$ cat src/rtl/fetch_pkg.sv
`default_nettype none
// ============================================================================
//  Module      : fetch_pkg
//  Description : Shared constants and types for the instruction fetch unit.
//  Revision    : 1.0 - initial release
// ============================================================================
package fetch_pkg;

    localparam int unsigned      XLEN     = 32;
    localparam logic [XLEN-1:0]  RESET_PC = 32'h0000_2000;
    // Canonical RISC-V NOP (addi x0, x0, 0); driven on inst_data while idle
    localparam logic [31:0]      NOP_INST = 32'h0000_0013;

    // One slot of the in-flight / instruction queue
    typedef struct packed {
        logic [XLEN-1:0] pc;
        logic [31:0]     inst;
        logic            filled;
    } fetch_entry_t;

endpackage : fetch_pkg
`default_nettype wire

$ cat src/rtl/fetch_queue.sv
`default_nettype none
// ============================================================================
//  Module      : fetch_queue
//  Description : In-order fetch queue. An entry is allocated when a request
//                is issued, filled when its response returns, and popped by
//                decode once filled. Pointers carry an extra wrap bit.
//  Revision    : 1.0 - initial release
// ============================================================================
module fetch_queue #(
    parameter int XLEN  = 32,
    parameter int DEPTH = 4
) (
    input  logic                     clk,
    input  logic                     reset,
    input  logic                     flush,
    input  logic                     alloc,
    input  logic [XLEN-1:0]          alloc_pc,
    input  logic                     fill,
    input  logic [31:0]              fill_data,
    input  logic                     pop,
    output logic                     inst_valid,
    output logic [31:0]              inst_data,
    output logic [XLEN-1:0]          inst_pc,
    output logic [$clog2(DEPTH):0]   occupancy,
    output logic [$clog2(DEPTH):0]   outstanding
);
    import fetch_pkg::*;

    localparam int IDX_W = $clog2(DEPTH);
    localparam int PTR_W = IDX_W + 1;

    logic [PTR_W-1:0] alloc_ptr_q, alloc_ptr_d;
    logic [PTR_W-1:0] fill_ptr_q,  fill_ptr_d;
    logic [PTR_W-1:0] head_ptr_q,  head_ptr_d;
    logic [DEPTH-1:0] filled_q,    filled_d;
    logic [XLEN-1:0]  pc_mem_q   [DEPTH];
    logic [XLEN-1:0]  pc_mem_d   [DEPTH];
    logic [31:0]      inst_mem_q [DEPTH];
    logic [31:0]      inst_mem_d [DEPTH];

    logic [IDX_W-1:0] alloc_idx;
    logic [IDX_W-1:0] fill_idx;
    logic [IDX_W-1:0] head_idx;

    assign alloc_idx   = alloc_ptr_q[IDX_W-1:0];
    assign fill_idx    = fill_ptr_q[IDX_W-1:0];
    assign head_idx    = head_ptr_q[IDX_W-1:0];

    // Wrap-bit pointer differences give allocated and not-yet-filled counts
    assign occupancy   = alloc_ptr_q - head_ptr_q;
    assign outstanding = alloc_ptr_q - fill_ptr_q;

    // A stale filled bit can linger in a freed slot, so gate on occupancy
    assign inst_valid  = (occupancy != '0) && filled_q[head_idx];
    assign inst_pc     = pc_mem_q[head_idx];
    assign inst_data   = inst_valid ? inst_mem_q[head_idx] : NOP_INST;

    // Next-state for pointers, filled flags and entry payloads
    always_comb begin
        alloc_ptr_d = alloc_ptr_q;
        fill_ptr_d  = fill_ptr_q;
        head_ptr_d  = head_ptr_q;
        filled_d    = filled_q;
        pc_mem_d    = pc_mem_q;
        inst_mem_d  = inst_mem_q;

        if (alloc) begin
            pc_mem_d[alloc_idx] = alloc_pc;
            filled_d[alloc_idx] = 1'b0;
            alloc_ptr_d         = alloc_ptr_q + PTR_W'(1);
        end
        if (fill) begin
            inst_mem_d[fill_idx] = fill_data;
            filled_d[fill_idx]   = 1'b1;
            fill_ptr_d           = fill_ptr_q + PTR_W'(1);
        end
        if (pop) begin
            head_ptr_d = head_ptr_q + PTR_W'(1);
        end
        // A flush empties everything, overriding any same-cycle activity
        if (flush) begin
            alloc_ptr_d = '0;
            fill_ptr_d  = '0;
            head_ptr_d  = '0;
            filled_d    = '0;
        end
    end

    // Control state with synchronous active-low reset
    always_ff @(posedge clk) begin
        if (!reset) begin
            alloc_ptr_q <= '0;
            fill_ptr_q  <= '0;
            head_ptr_q  <= '0;
            filled_q    <= '0;
        end else begin
            alloc_ptr_q <= alloc_ptr_d;
            fill_ptr_q  <= fill_ptr_d;
            head_ptr_q  <= head_ptr_d;
            filled_q    <= filled_d;
        end
    end

    // Payload storage; contents are meaningless until the filled flag is set
    always_ff @(posedge clk) begin
        pc_mem_q   <= pc_mem_d;
        inst_mem_q <= inst_mem_d;
    end

endmodule : fetch_queue
`default_nettype wire

$ cat src/rtl/fetch_unit.sv
`default_nettype none
// ============================================================================
//  Module      : fetch_unit
//  Description : Instruction fetch front end. Issues sequential word fetches
//                to the icache, tracks in-flight requests in fetch_queue and
//                discards responses belonging to requests flushed by a
//                redirect.
//  Revision    : 1.0 - initial release
// ============================================================================
module fetch_unit #(
    parameter int              XLEN     = fetch_pkg::XLEN,
    parameter int              DEPTH    = 4,
    parameter logic [XLEN-1:0] RESET_PC = fetch_pkg::RESET_PC
) (
    input  logic                     clk,
    input  logic                     reset,
    input  logic                     redirect_valid,
    input  logic [XLEN-1:0]          redirect_pc,
    output logic                     icache_req_valid,
    input  logic                     icache_req_ready,
    output logic [XLEN-1:0]          icache_addr,
    input  logic                     icache_resp_valid,
    input  logic [31:0]              icache_resp_data,
    output logic                     inst_valid,
    input  logic                     inst_ready,
    output logic [31:0]              inst_data,
    output logic [XLEN-1:0]          inst_pc,
    output logic [$clog2(DEPTH):0]   occupancy
);
    import fetch_pkg::*;

    localparam int CNT_W = $clog2(DEPTH) + 1;

    logic [XLEN-1:0]  pc_q,       pc_d;
    logic [CNT_W-1:0] drop_cnt_q, drop_cnt_d;
    logic [CNT_W-1:0] outstanding;
    logic [CNT_W:0]   inflight;
    logic             fire;
    logic             resp_accept;
    logic             pop;

    // Slots in use plus responses still owed from flushed requests must
    // never exceed the queue size, so a late response always has a home
    assign inflight         = {1'b0, occupancy} + {1'b0, drop_cnt_q};
    assign icache_req_valid = reset && !redirect_valid
                              && (inflight < (CNT_W+1)'(DEPTH));
    assign icache_addr      = pc_q;

    assign fire        = icache_req_valid && icache_req_ready;
    assign resp_accept = icache_resp_valid && (drop_cnt_q == '0)
                         && (outstanding != '0);
    assign pop         = inst_valid && inst_ready;

    fetch_queue #(
        .XLEN  (XLEN),
        .DEPTH (DEPTH)
    ) u_queue (
        .clk         (clk),
        .reset       (reset),
        .flush       (redirect_valid),
        .alloc       (fire),
        .alloc_pc    (pc_q),
        .fill        (resp_accept),
        .fill_data   (icache_resp_data),
        .pop         (pop),
        .inst_valid  (inst_valid),
        .inst_data   (inst_data),
        .inst_pc     (inst_pc),
        .occupancy   (occupancy),
        .outstanding (outstanding)
    );

    // Fetch PC: redirect target (word aligned) wins, else step on each fire
    always_comb begin
        pc_d = pc_q;
        if (redirect_valid) begin
            pc_d = {redirect_pc[XLEN-1:2], 2'b00};
        end else if (fire) begin
            pc_d = pc_q + XLEN'(4);
        end
    end

    // Drop counter: flushed outstanding requests become responses to discard
    always_comb begin
        drop_cnt_d = drop_cnt_q;
        if (redirect_valid) begin
            // A response this cycle retires one owed response (either a
            // discard or a fill that the flush then throws away)
            if (icache_resp_valid && ((drop_cnt_q != '0) || (outstanding != '0))) begin
                drop_cnt_d = drop_cnt_q + outstanding - CNT_W'(1);
            end else begin
                drop_cnt_d = drop_cnt_q + outstanding;
            end
        end else if (icache_resp_valid && (drop_cnt_q != '0)) begin
            drop_cnt_d = drop_cnt_q - CNT_W'(1);
        end
    end

    // Fetch PC and drop counter registers, synchronous active-low reset
    always_ff @(posedge clk) begin
        if (!reset) begin
            pc_q       <= RESET_PC;
            drop_cnt_q <= '0;
        end else begin
            pc_q       <= pc_d;
            drop_cnt_q <= drop_cnt_d;
        end
    end

endmodule : fetch_unit
`default_nettype wire
$ cat config.mk
export PLATFORM = sky130hd
export DESIGN_NAME = fetch_unit
export DESIGN_NICKNAME = d
export VERILOG_FILES = /design/src/rtl/fetch_pkg.sv /design/src/rtl/fetch_queue.sv /design/src/rtl/fetch_unit.sv
export SDC_FILE = /design/constraint.sdc
export NUM_CORES = 1
export LEC_CHECK = 0
export ABC_AREA = 1
export BUFFER_PORTS_ARGS = -buffer_cell sky130_fd_sc_hd__buf_4
export CAP_MARGIN = 20
export CORE_MARGIN = 2
export CORE_UTILIZATION = 50
export DETAILED_ROUTE_END_ITERATION = 10
export GPL_TIMING_DRIVEN = 0
export PLACE_DENSITY = 0.78
export SYNTH_ARGS = -nofsm -noshare
export SYNTH_HDL_FRONTEND = slang
export SYNTH_SLANG_ARGS = --single-unit
$ cat constraint.sdc
create_clock -name clk -period 10.46 [get_ports clk]
set_clock_uncertainty 0.1 [all_clocks]
set_input_delay 1.046 -clock clk [delete_from_list [all_inputs] [get_ports clk]]
set_output_delay 1.046 -clock clk [all_outputs]
set_load 0.02 [all_outputs]
==> results.md, run 1 <==
- In this design, the stage delay of the slowest critical-path cell is between 0.5 and 0.6 ns.
- The count of routing violations after the opening detailed-route iteration is approximately 770.
- After detailed routing, the number of remaining DRC violations is 0.
- The gate family responsible for the most delay along the worst path is buffers and inverters.
- The routed wirelength normalized by instance count is ~18 microns.
- The critical path endpoint category is a primary output.
- Traced cell by cell, the critical path runs through buf_2 > inv_2 > clkbuf_1 > fa_1 > xnor2_1 > nand2_1 > nand3_1 > nand2_1 > buf_4 > buf_6 > a21oi_1 > buf_4.
- The slack of the worst reg-to-reg path is just over 6 ns.
- Routability-driven placement finished with a final weighted congestion of around 0.93.
- Sequential elements use around two thirds of the synthesized area.
- The clock buffer count from CTS is 30.
- The number of distinct library cells after synthesis is 33.
- Summing over every cut layer, the via total after detailed routing is 9,568.
- The worst hold path was traced through 2 stages.
- The total die area is around 27,000 sq um.
- The first-pass GRT wire length is 49,230 microns.
- The number of failing hold endpoints at the final stage is 0.
- For this run, the number of Yosys warnings is 0.
- In this run the power density over the cells is 162.0 nW/um^2.
- Data on the critical path arrives at its endpoint at 3.51 ns.
- The height of the chip is between 150 and 200 microns.
- At the placement stage, the worst setup path has a slack of around 6 ns.
- Entering global routing, the biggest net connects 31 pins.
- The post-route netlist has roughly 18% of its cells at a drive strength greater than 1.
- In this run the count of I/O pins placed on the die edge is roughly 170.
- The number of logic stages on the critical path including buffering is 12.
- Combinational cells account for 6.0% of the total power.
- The pin slew with the least headroom to its limit is 1.006 ns.
- After detailed placement, the design holds a cell count of 1,697.
- Data on the critical path is required at its endpoint by 9.31 ns.
- The buffering stage count on the worst path with inverters included is 6.
- The post-cts hold buffer count is 0.
- The synthesized design contains ~290 register bits.
- CTS placed an instance of sky130_fd_sc_hd__clkbuf_16 at the clock tree root.
- The post-detailed-route count of antenna-violating nets is 0.
- The relative area change from synthesis to final layout is 22.45%.
- The count of placed standard cells in the final layout, fillers left out is between 1,500 and 2,000.
- The static leakage power is 5.846 nW.
- Setup repair after global routing left no endpoint under its margin.
- The average footprint of a synthesized cell is 10.59 sq um.
- The share of total power in sequential cells is 52.5%.
- Post-CTS repair changed the size of 0 cells.
- The wire-length estimate of the detail-placed layout is between 20,000 and 25,000 microns.
- The initial antenna violation count is 0.
- In this run the cell area of the synthesized design comes to about 13,000 sq um.
- Counting cells, the worst reg-to-reg path comes to 13.
- The worst-case clock buffer depth is 3.
- The switching power of the nets is 0.0005365 W.
- The worst pin sits at a relative slew slack of approximately 33%.
- STA classifies the critical path startpoint as a register.
- CTS built an H-tree with a depth of 1.
- The count of TritonRoute iterations in the first routing pass is 5.
- The overall overflow remaining after global route is 0.
- In the final design database the tool counted 1,490 nets.
- The number of instances in the synthesized netlist is 1,193.
- Adding up every negative setup slack in the final design gives 0 ns.
- Static timing analysis puts the maximum clock frequency at between 200 and 250 MHz.
- The vias per cell is roughly 5.5.
- The library cell used most frequently in the layout, excluding fill and tap cells, is sky130_fd_sc_hd__edfxtp_1.
- The floorplan step set the die width to between 150 and 200 microns.
- The number of antenna diodes in the final layout is 0.
- Clock latency on the worst-skew pair, taken at its later pin, is ~0.54 ns.
- The number of maximum-capacitance constraint violations is 0.
- The final-report max-slew violation count is 0.
- The final critical delay including setup and external delays is between 4 and 5 ns.
- The number of buffers added for setup after CTS is 0.
- The number of clock sinks is around 300.
- The final total power is 0.002507 W.
- The end of the critical path is inst_data[30].
- The number of global-route vias before repair is between 9,000 and 10,000.
- Net switching is 21.40% of the power.
- The worst hold path belongs to the class register to register.
- Leaving out fill and tap cells, the most frequent cells in the layout are sky130_fd_sc_hd__edfxtp_1 (248), sky130_fd_sc_hd__nor2_1 (235), sky130_fd_sc_hd__buf_4 (174).
- Setup violations remaining at the end of the flow were counted as 0.
- The slowest stage of the critical path belongs to the cell sky130_fd_sc_hd__fa_1.
- The number of standard-cell rows in the floorplan is a little under 60.
- The starting density of the core is between 50% and 60%.
- The final critical-path setup slack is between 5 and 6 ns.
- TritonCTS built the clock tree.
- The worst setup path startpoint is u_queue.head_ptr_q[1].
- The number of input and output port buffers inserted is about 160.
- The type of the worst setup path is register to primary output.
- Of all nets on the critical path, the largest fanout is 10.
- The core region is 24,960 sq um.
- Across every metal layer, demand over resource in global routing totals a little under a quarter.
- The end of the worst register-to-register path is u_queue.pc_mem_q[60].
- The share of the cycle needed by the critical path after routing is between 40% and 50%.
- The clock network accounts for about two fifths of the total power.
- Summed over all layers, the routed wires come to between 30,000 and 40,000 microns.
- The clock transition time at the flip-flop clock pins of the worst setup and hold paths is roughly 0.06 ns.
- The internal portion of the total power is 0.001971 W.
- Across the VDD grid, the largest voltage drop is between 150 and 200 uV.
- The startpoint of the worst-slack reg-to-reg timing path is u_queue.head_ptr_q[1].
- The run finished with clean final reports.
-- flip-flops by register name, summed over array words and instances, names as in the netlist --
register / cells
icache_addr: 30
u_queue.inst_mem_q: 128
u_queue.pc_mem_q: 120
drop_cnt_q: 3
u_queue.filled_q: 4
u_queue.head_ptr_q: 3
u_queue.alloc_ptr_q: 3
u_queue.fill_ptr_q: 3
-- final cells by class --
cell class / instances / area, sq um
inverters: 78 / 295.3
multi-input cells: 763 / 3725
clock inverters: 13 / 116.4
plain buffers: 61 / 297.8
flip-flops and latches: 294 / 8368
well taps: 330 / 412.9
fillers: 1953 / 9487
repair buffers: 171 / 1401
clock buffers: 43 / 860.8
-- layer usage --
layer | vias to the layer above | track usage [%] | share of wire (%)
met3 | 46 | 3.081 | 9.2
met5 | - | 0 | 0
li1 | 4543 | - | -
met2 | 474 | 40.89 | 48
met4 | 0 | 5.591 | 1.8
met1 | 4505 | 33.04 | 40
-- worst min-delay path: stages, from the launching register on --
cell                      delay [ns]
sky130_fd_sc_hd__dfxtp_1        0.31
sky130_fd_sc_hd__o21ai_0        0.06
sky130_fd_sc_hd__a21oi_1        0.06
-- how the worst min path moves through the flow --
stage,start,end,slack [ns]
6_report,u_queue.filled_q[3],u_queue.filled_q[3],0.38
5_1_grt,u_queue.filled_q[0],u_queue.filled_q[0],0.40
4_1_cts,u_queue.filled_q[0],u_queue.filled_q[0],0.38
3_5_place_dp,u_queue.filled_q[0],u_queue.filled_q[0],0.37
3_3_place_gp,u_queue.filled_q[1],u_queue.filled_q[1],0.37
2_1_floorplan,u_queue.filled_q[1],u_queue.filled_q[1],0.35
-- through the flow --
stage / hold WS [ns] / instance area [sq um] / utilization (%)
detailed placement: 0.3730 / 14500 / 58.08
floorplan: 0.3504 / 12650 / -
CTS: 0.3832 / 15480 / 62.00
global placement: 0.3653 / 14300 / 57.26
global route: 0.3993 / 15480 / 62.00
finish: 0.3822 / 15480 / 62.00
-- logic make-up after synthesis --
kind of cell,count (synthesis),share of synthesized area [%]
adders and majority gates,21,2.257
DFF,294,66.20
AOI/OAI and AO/OA,276,11.47
buffers and inverters,139,4.692
and+or+nand+nor,440,13.82
other,1,0.02967
xor gates and xnor gates,22,1.524
-- power by group through the flow --
| stage | Sequential, W | Clock (W) | Combinational, W |
|---|---|---|---|
| 6_report | 0.00132 | 0.00104 | 0.000152 |
| 5_1_grt | 0.00132 | 0.00110 | 0.000166 |
| 4_1_cts | 0.00131 | 0.00105 | 0.000151 |
| 3_5_place_dp | 0.00134 | 0 | 0.000149 |
| 3_3_place_gp | 0.00134 | 0 | 0.000142 |
| 2_1_floorplan | 0.00134 | 0 | 0.0000729 |
-- cell usage after synthesis (all sizes together) --
cell type / count / area [sq um]
edfxtp: 248 / 7447
nor2: 243 / 922.1
o21ai: 168 / 840.8
nand2: 146 / 555.5
inv: 78 / 295.3
a21oi: 64 / 320.3
dfxtp: 46 / 920.9
clkbuf: 37 / 140.1
nand3: 34 / 170.2
o22ai: 30 / 187.7
buf: 24 / 157.7
ha: 18 / 225.2
xor2: 14 / 122.6
nor3: 11 / 60.06
xnor2: 8 / 70.07
a31oi: 6 / 37.54
nand4: 5 / 31.28
fa: 3 / 60.06
o221ai: 3 / 26.28
a21o: 2 / 15.01
o211ai: 2 / 15.01
conb: 1 / 3.750
nor3b: 1 / 7.510
o21a: 1 / 7.510
No activity file was read; power rests on OpenSTA's default activity.
==> run 2: changes to the inputs <==
clock period = 4.4 ns   (was 10.46 ns; I/O delays follow)
==> run 2 against run 1 <==
Effect of this change:
- sequential share of layout area decreased by 1.1 points
- register-to-register slack got worse by 5.8 ns
- final area increased by 2.2%
- cell count increased by 1.9%
- critical path depth increased by 2
- clock power increased by 140%
- worst hold slack got worse by 0.31 ns
- sequential power increased by 140%
- count of clock-buffer cells in the layout unchanged
- critical path type is now register to register
- critical endpoint is now u_queue.pc_mem_q[114]
- highest routed layer unchanged
==> results.md, run 2 (synthesis gave the netlist of run 1 again) <==
- The number of maximum-capacitance constraint violations is 0 (unchanged).
- The vias per cell is 5.449 (-0.16%).
- The CTS tree is done.
- The number of failing hold endpoints at the final stage was 0 (unchanged).
- The initial antenna violation count is 1 (+1).
- The overall overflow remaining after global route is 0 (unchanged).
- The number of flip-flops under the largest register name came to 128 (unchanged).
- The number of clock sinks is 294 (unchanged).
- The clock buffer count from CTS is 30 (unchanged).
- The number of nets at the end of the flow is 1,523 (+2.2%).
- The number of logic stages on the critical path including buffering was 14 (+2).
- The clock network latency to the later pin of the worst-skew pair is 0.55 ns (about the same).
- The placeable core region was 24,960 sq um (unchanged).
- The number of buffers added for setup after CTS is 0 (unchanged).
- u_queue.inst_mem_q holds more flip-flops than any other register.
- The switching power of the nets is 0.001287 W (+140%).
- The worst-case headroom to the max-slew limit came to 41.85% (+9.1 points).
- The multi-input gate area in the final layout was 3736 sq um (+0.30%).
- The count of routing violations after the opening detailed-route iteration came to 969 (+25%).
- The type of the worst setup path is register to register.
- The total die area came to 26,570 sq um (unchanged).
- The fraction of layout cells with a size suffix above 1 is 17.86% (-0.34 points).
- The pin slew with the least headroom to its limit came to 0.8714 ns (-0.1351 ns).
- The largest net degree at the start of global routing is 31 (unchanged).
- The clock transition time at the flip-flop clock pins of the worst setup and hold paths came to 0.06 ns (about the same).
- The detailed-route wire length was 32,810 microns (+1.8%).
- The instance count after placement with tap cells included is 1,697 (unchanged).
- The tightest hold margin is 0.07478 ns (-0.3074 ns).
- The number of remaining DRC errors is 0 (unchanged).
- The number of levels the H-tree was split into is 1 (unchanged).
- The count of pins on the block boundary came to 171 (unchanged).
- The final critical delay including setup and external delays is 4.152 ns.
- The path class of the lowest-slack min-delay path is input pin to register.
- The critical-path maximum fanout is 20 (+10).
- The weighted congestion at the end of routability-driven global placement is 0.9322 (unchanged).
- The share of the cycle needed by the critical path after routing is 94.37%.
- The critical path goes through buf_2 > inv_2 > clkbuf_1 > fa_1 > xor2_1 > nand2_1 > nand2_1 > ha_1 > nor2_1 > nand4_1 > buf_4 > buf_4 > nor2_4 > buf_16.
- The number of standard-cell rows in the floorplan was 58 (unchanged).
- The width of the die is 163.0 microns (unchanged).
- The share of total power in sequential cells was 52.2% (-0.3 points).
- The highest ir drop seen on vdd is 419.8 uV (+140%).
- The most common library cell in the layout ignoring fill and taps is sky130_fd_sc_hd__edfxtp_1.
- The run finished with clean final reports.
- The area growth from synthesis to layout is 25.09%.
- The setup TNS came to 0 ns (unchanged).
- The number of cells on the worst reg-to-reg path is 14 (+1).
- The count of fill cells added during filler insertion is 1,909 (-2.3%).
- The arrival time of the worst setup path was 4.30 ns (+0.79 ns).
- The flip-flop and latch area was 8368 sq um (unchanged).
- Broken down by cell family, the worst path's largest delay share belongs to buffers and inverters.
- Setup repair after global routing left no endpoint under its margin.
- The first-pass GRT wire length was 50,270 microns (+2.1%).
- The power density of the placed cells is 378.9 nW/um^2 (+130%).
- The worst-case clock buffer depth is 3 (unchanged).
- The buffering stage count on the worst path with inverters included is 6 (unchanged).
- The final-report max-slew violation count came to 0 (unchanged).
- Based on the critical path, the design can be clocked at up to roughly 240 MHz.
- The final core utilization is 63.34% (+1.3 points).
- The total number of vias is 9,738 (+1.8%).
- The critical path endpoint category is a register.
- The part of the total power dissipated in combinational logic was 6.4% (+0.4 points).
- The height of the chip is 163.0 microns (unchanged).
- The overall fraction of global-route tracks in use is 24.49% (+0.50 points).
- The number of setup violations in the final report is 0 (unchanged).
- The cell with the largest stage delay on the worst path is sky130_fd_sc_hd__fa_1.
- The switching share of total power came to 21.48% (+0.081 points).
- The slack of the worst reg-to-reg path is 0.25 ns (-5.84 ns).
- The post-detailed-route count of antenna-violating nets came to 0 (unchanged).
- The static leakage power came to 5.981 nW (+2.3%).
- The library cell used as clock root buffer is sky130_fd_sc_hd__clkbuf_16.
- The count of TritonRoute iterations in the first routing pass came to 6 (+1).
- The HPWL after detailed placement is 22,000 microns (unchanged).
- The longest individual stage delay on the worst path was 0.56 ns (about the same).
- The portion of total power attributed to the clock network is 41.4% (about the same).
- The number of global-route vias before repair is 9,230 (+2.1%).
- The internal portion of total power came to 0.004704 W (+140%).
- The starting density of the core is 50.63% (unchanged).
- The type of element launching the critical path is a register.
- The final total power is 0.005990 W (+140%).
- The required time of the critical path is 4.54 ns (-4.77 ns).
- The number of input and output port buffers inserted was 164 (unchanged).
- The routed wirelength normalized by instance count is 18.36 microns (-0.14%).
- The count of placed standard cells in the final layout, fillers left out was 1,787 (+1.9%).
- Leaving out fill and tap cells, the most frequent cells in the layout are sky130_fd_sc_hd__edfxtp_1 (248), sky130_fd_sc_hd__nor2_1 (235), sky130_fd_sc_hd__buf_4 (174).
- The number of cells on the worst hold path came to 3 (+1).
run 2: power by group through the flow:
stage	clock, W	sequential, W	combinational [W]
3_3_place_gp	0	0.00318	0.000338
2_1_floorplan	0	0.00318	0.000173
3_5_place_dp	0	0.00318	0.000355
6_report	0.00248	0.00313	0.000386
5_1_grt	0.00262	0.00313	0.000423
4_1_cts	0.00250	0.00313	0.000384
run 2: worst paths after layout:
kind	startpoint	end
setup / recovery	u_queue.head_ptr_q[1]	u_queue.pc_mem_q[114]
hold / removal	redirect_pc[13]	icache_addr[13]
setup reg to reg	u_queue.head_ptr_q[1]	u_queue.pc_mem_q[114]
hold reg to reg	u_queue.filled_q[3]	u_queue.filled_q[3]
run 2: layer usage:
layer	GRT usage [%]	wire, microns	up-vias
li1	-	-	4608
met1	33.52	13310	4591
met2	41.89	15980	487
met3	3.259	2921	52
met4	5.672	602	0
met5	0	0	-
run 2: worst register-to-register path: cells and delay by family, from the launching register on:
family | cells | cell delay [ns]
buf+inv | 6 | 1.54
fa+ha+maj | 2 | 0.86
simple gates | 5 | 0.83
flops | 1 | 0.34
xor+xnor | 1 | 0.16
run 2: cell type report:
cell class              count  share of cell area, %
diodes                      1                0.01583
clock buffers              43                  5.444
well taps                 330                  2.611
clock inverters            13                 0.7359
repair buffers            203                  10.89
multi-input cells         764                  23.63
flip-flops and latches    294                  52.92
plain buffers              61                  1.883
inverters                  78                  1.868
run 2: through the flow:
stage	area [sq um]	setup slack [ns]
2_1_floorplan	12650	0.08883
3_3_place_gp	14300	-1.451
3_5_place_dp	14500	-0.01675
4_1_cts	15810	0.1940
5_1_grt	15810	0.04219
6_report	15810	0.2476
run 2: repair_timing:
| item | CTS | global route |
|---|---|---|
| endpoints found under the hold margin | 126 | 0 |
| endpoints found under the setup margin | 30 | 0 |
| resized for setup | 1 | 0 |
| hold buffers | 32 | 0 |
==> run 3: changes to the inputs <==
CELL_PAD_IN_SITES_DETAIL_PLACEMENT = 1   (was not set)
CELL_PAD_IN_SITES_GLOBAL_PLACEMENT = 1   (was not set)
CORE_UTILIZATION = 45   (was 50)
PLACE_DENSITY = 0.86   (was 0.78)
==> run 3 against run 2 <==
Effect of this change:
- critical path depth fell by 2
- combinational power rose by 4%
- total power rose by 1.7%
- core utilization fell by 6.2 points
- die area rose by 11%
- cell count rose by 2.6%
- critical endpoint is now inst_data[28]
- final area barely moved
- maximum frequency fell by 0.71%
- routed wire length rose by 30%
- via count rose by 7.3%
- sequential share of layout area barely moved
- first-iteration DRC count rose by 8.7%
==> results.md, run 3 (synthesis gave the netlist of run 1 again) <==
- The global routing usage on met1 is 34.50% (+0.98 points).
- The portion of total power attributed to the clock network is 41.9% (+0.5 points).
- The clock buffer count from CTS is 30 (unchanged).
- The HPWL after detailed placement is 27,340 microns (+24%).
- The weighted congestion at the end of routability-driven global placement is 0.8699 (-6.7%).
- The vias per cell is 5.697 (+4.6%).
- The final-report max-slew violation count was 0 (unchanged).
- The height of the chip was 171.6 microns (+5.3%).
- The part of the total power dissipated in combinational logic came to 6.6% (+0.2 points).
- The post-detailed-route count of antenna-violating nets is 0 (unchanged).
- The worst-case clock buffer depth was 3 (unchanged).
- Leaving out fill and tap cells, the most frequent cells in the layout are sky130_fd_sc_hd__edfxtp_1 (248), sky130_fd_sc_hd__nor2_1 (235), sky130_fd_sc_hd__buf_4 (175).
- The fraction of layout cells with a size suffix above 1 is 17.99% (+0.14 points).
- The busiest layer in global routing is met2.
- The number of standard-cell rows in the floorplan is 61 (+5.2%).
- Setup repair after global routing left no endpoint under its margin.
- STA classifies the critical path startpoint as a register.
- The worst setup path is of the register to primary output kind.
- The relative area change from synthesis to final layout came to 25.15% (about the same).
- The instance count after placement with tap cells included is 1,742 (+2.7%).
- The slack of the worst reg-to-reg path is 0.23 ns (-0.02 ns).
- The multi-input gate area in the final layout is 3747 sq um (+0.30%).
- The detailed-route wire length was 42,670 microns (+30%).
- The total die area is 29,440 sq um (+11%).
- The placed instance area is 14,490 sq um (-0.10%).
- The highest ir drop seen on vdd is 291.0 uV (-31%).
- The routed wirelength normalized by instance count was 23.26 microns (+27%).
- More flip-flops sit in one register than any other, and that register is u_queue.inst_mem_q.
- The overall fraction of global-route tracks in use was 28.62% (+4.1 points).
- The first-pass GRT wire length came to 63,120 microns (+26%).
- The run finished with clean final reports.
- The largest net degree at the start of global routing was 33 (+6.5%).
- The static leakage power is 5.951 nW (-0.49%).
- The number of flip-flops under the largest register name is 128 (unchanged).
- The share of total power in sequential cells is 51.5% (-0.7 points).
- The final critical delay including setup and external delays came to 4.182 ns (+0.02961 ns).
- The share of the cycle needed by the critical path after routing came to 95.05% (+0.67 points).
- The flip-flop and latch area is 8368 sq um (unchanged).
- The switching power of the nets is 0.001412 W (+9.8%).
- The root buffer cell chosen for the clock tree is sky130_fd_sc_hd__clkbuf_16.
- The required time of the critical path is 3.86 ns (-0.68 ns).
- The number of setup violations in the final report is 0 (unchanged).
- The critical-path maximum fanout came to 10 (-50%).
- The number of clock sinks came to 294 (unchanged).
- The count of TritonRoute iterations in the first routing pass is 5 (-1).
- The number of failing hold endpoints at the final stage is 0 (unchanged).
- The number of antenna cells inserted is 0 (-1).
- The pin slew with the least headroom to its limit is 0.8720 ns (+0.0006141 ns).
- The placeable core region was 27,710 sq um (+11%).
- The count of placed standard cells in the final layout, fillers left out was 1,834 (+2.6%).
- The worst-case headroom to the max-slew limit is 41.78% (-0.062 points).
- The critical path endpoint category is a primary output.
- The starting density of the core came to 45.62% (-5.0 points).
- The peak clock frequency supported by timing is 239.1 MHz (-0.71%).
- The most common library cell in the layout ignoring fill and taps is sky130_fd_sc_hd__edfxtp_1.
- The number of levels the H-tree was split into was 1 (unchanged).
- The switching share of total power is 23.17% (+1.7 points).
- The count of routing violations after the opening detailed-route iteration was 1,053 (+8.7%).
- The overall overflow remaining after global route is 0 (unchanged).
- The arrival time of the worst setup path was 3.64 ns (-0.66 ns).
- The initial antenna violation count is 0 (-1).
- The number of global-route vias before repair came to 11,120 (+20%).
- The width of the die is 171.6 microns (+5.3%).
- The internal portion of total power is 0.004683 W (-0.45%).
- The number of maximum-capacitance constraint violations is 0 (unchanged).
- The count of fill cells added during filler insertion is 3,006 (+57%).
- The total number of vias came to 10,450 (+7.3%).
- The number of input and output port buffers inserted was 164 (unchanged).
- The number of nets at the end of the flow is 1,523 (unchanged).
- The path class of the lowest-slack min-delay path is input pin to register.
- TritonCTS built the clock tree.
- The global routing met2 resource utilization is 50.71% (+8.8 points).
- The met3 global-route usage came to 4.303% (+1.0 points).
- The finished layout cell area was 15,820 sq um (about the same).
- The count of pins on the block boundary came to 171 (unchanged).
- The number of remaining DRC errors is 0 (unchanged).
- The clock network latency to the later pin of the worst-skew pair is 0.57 ns (+0.02 ns).
- The power density of the placed cells is 385.3 nW/um^2 (+1.7%).
- The clock transition time at the flip-flop clock pins of the worst setup and hold paths is 0.07 ns (about the same).
## run 3: cell types whose count changed in the layout (fill, tap and decap cells not counted), sizes merged
cell / delta
nor2: +1
clkbuf: +1
diode: -1
buf: -1
inv: +1
clkinv: -2
## run 3: cell type report
type | count | share of cell area, %
clock inverters | 12 | 0.7514
repair buffers | 202 | 10.58
multi-input cells | 765 | 23.69
inverters | 78 | 1.867
clock buffers | 44 | 5.339
flip-flops and latches | 294 | 52.90
well taps | 378 | 2.990
plain buffers | 61 | 1.882
## run 3: worst paths after layout
path                                       startpoint                    to  depth (start not counted)
worst min-delay path                  redirect_pc[13]       icache_addr[13]                          3
worst max register to register  u_queue.head_ptr_q[1]  u_queue.pc_mem_q[62]                         13
worst max-delay path            u_queue.head_ptr_q[1]         inst_data[28]                         12
worst min register to register    u_queue.filled_q[1]   u_queue.filled_q[1]                          2
## run 3: power groups by stage
stage	logic (W)	clock network [W]	registers, W
after detailed placement	0.000366	0	0.00319
after global routing	0.000438	0.00265	0.00314
final	0.000402	0.00255	0.00314
after global placement	0.000340	0	0.00319
after CTS	0.000396	0.00255	0.00313
after floorplan	0.000173	0	0.00318
## run 3: metrics by stage
step	setup slack (ns)	setup TNS, ns	utilization [%]	power (W)	hold WS (ns)
after floorplan	0.08883	0	-	0.003357	0.3504
after global placement	-1.236	-126.18	51.81	0.003528	0.3681
after detailed placement	0.03600	0	52.28	0.003559	0.3900
after CTS	0.001122	0	56.92	0.006081	0.02161
after global routing	0.05421	0	57.10	0.006231	0.04668
final	0.2180	0	57.10	0.006095	0.04077
## run 3: critical path: stages, from the launching register on
cell,delay [ns]
sky130_fd_sc_hd__dfxtp_1,0.37
sky130_fd_sc_hd__buf_2,0.31
sky130_fd_sc_hd__inv_2,0.17
sky130_fd_sc_hd__clkbuf_1,0.33
sky130_fd_sc_hd__fa_1,0.56
sky130_fd_sc_hd__xnor2_1,0.18
sky130_fd_sc_hd__nand2_1,0.10
sky130_fd_sc_hd__nand3_1,0.13
sky130_fd_sc_hd__nand2_1,0.13
sky130_fd_sc_hd__buf_4,0.21
sky130_fd_sc_hd__buf_6,0.16
sky130_fd_sc_hd__a21oi_1,0.21
sky130_fd_sc_hd__buf_4,0.19
## run 3: layer usage
metal / wire (microns) / vias up / part of all wire, %
met2: 21630 / 485 / 51
met3: 2755 / 118 / 6.5
li1: - / 4604 / -
met4: 1542 / 0 / 3.6
met5: 0 / - / 0
met1: 16740 / 5242 / 39
## run 3: what timing repair did
action                                  in CTS  in global routing
hold buffers                                32                  0
endpoints found under the setup margin       0                 76
buffers inserted                             0                  2
gates resized for setup                      0                  2
endpoints found under the hold margin      128                  0
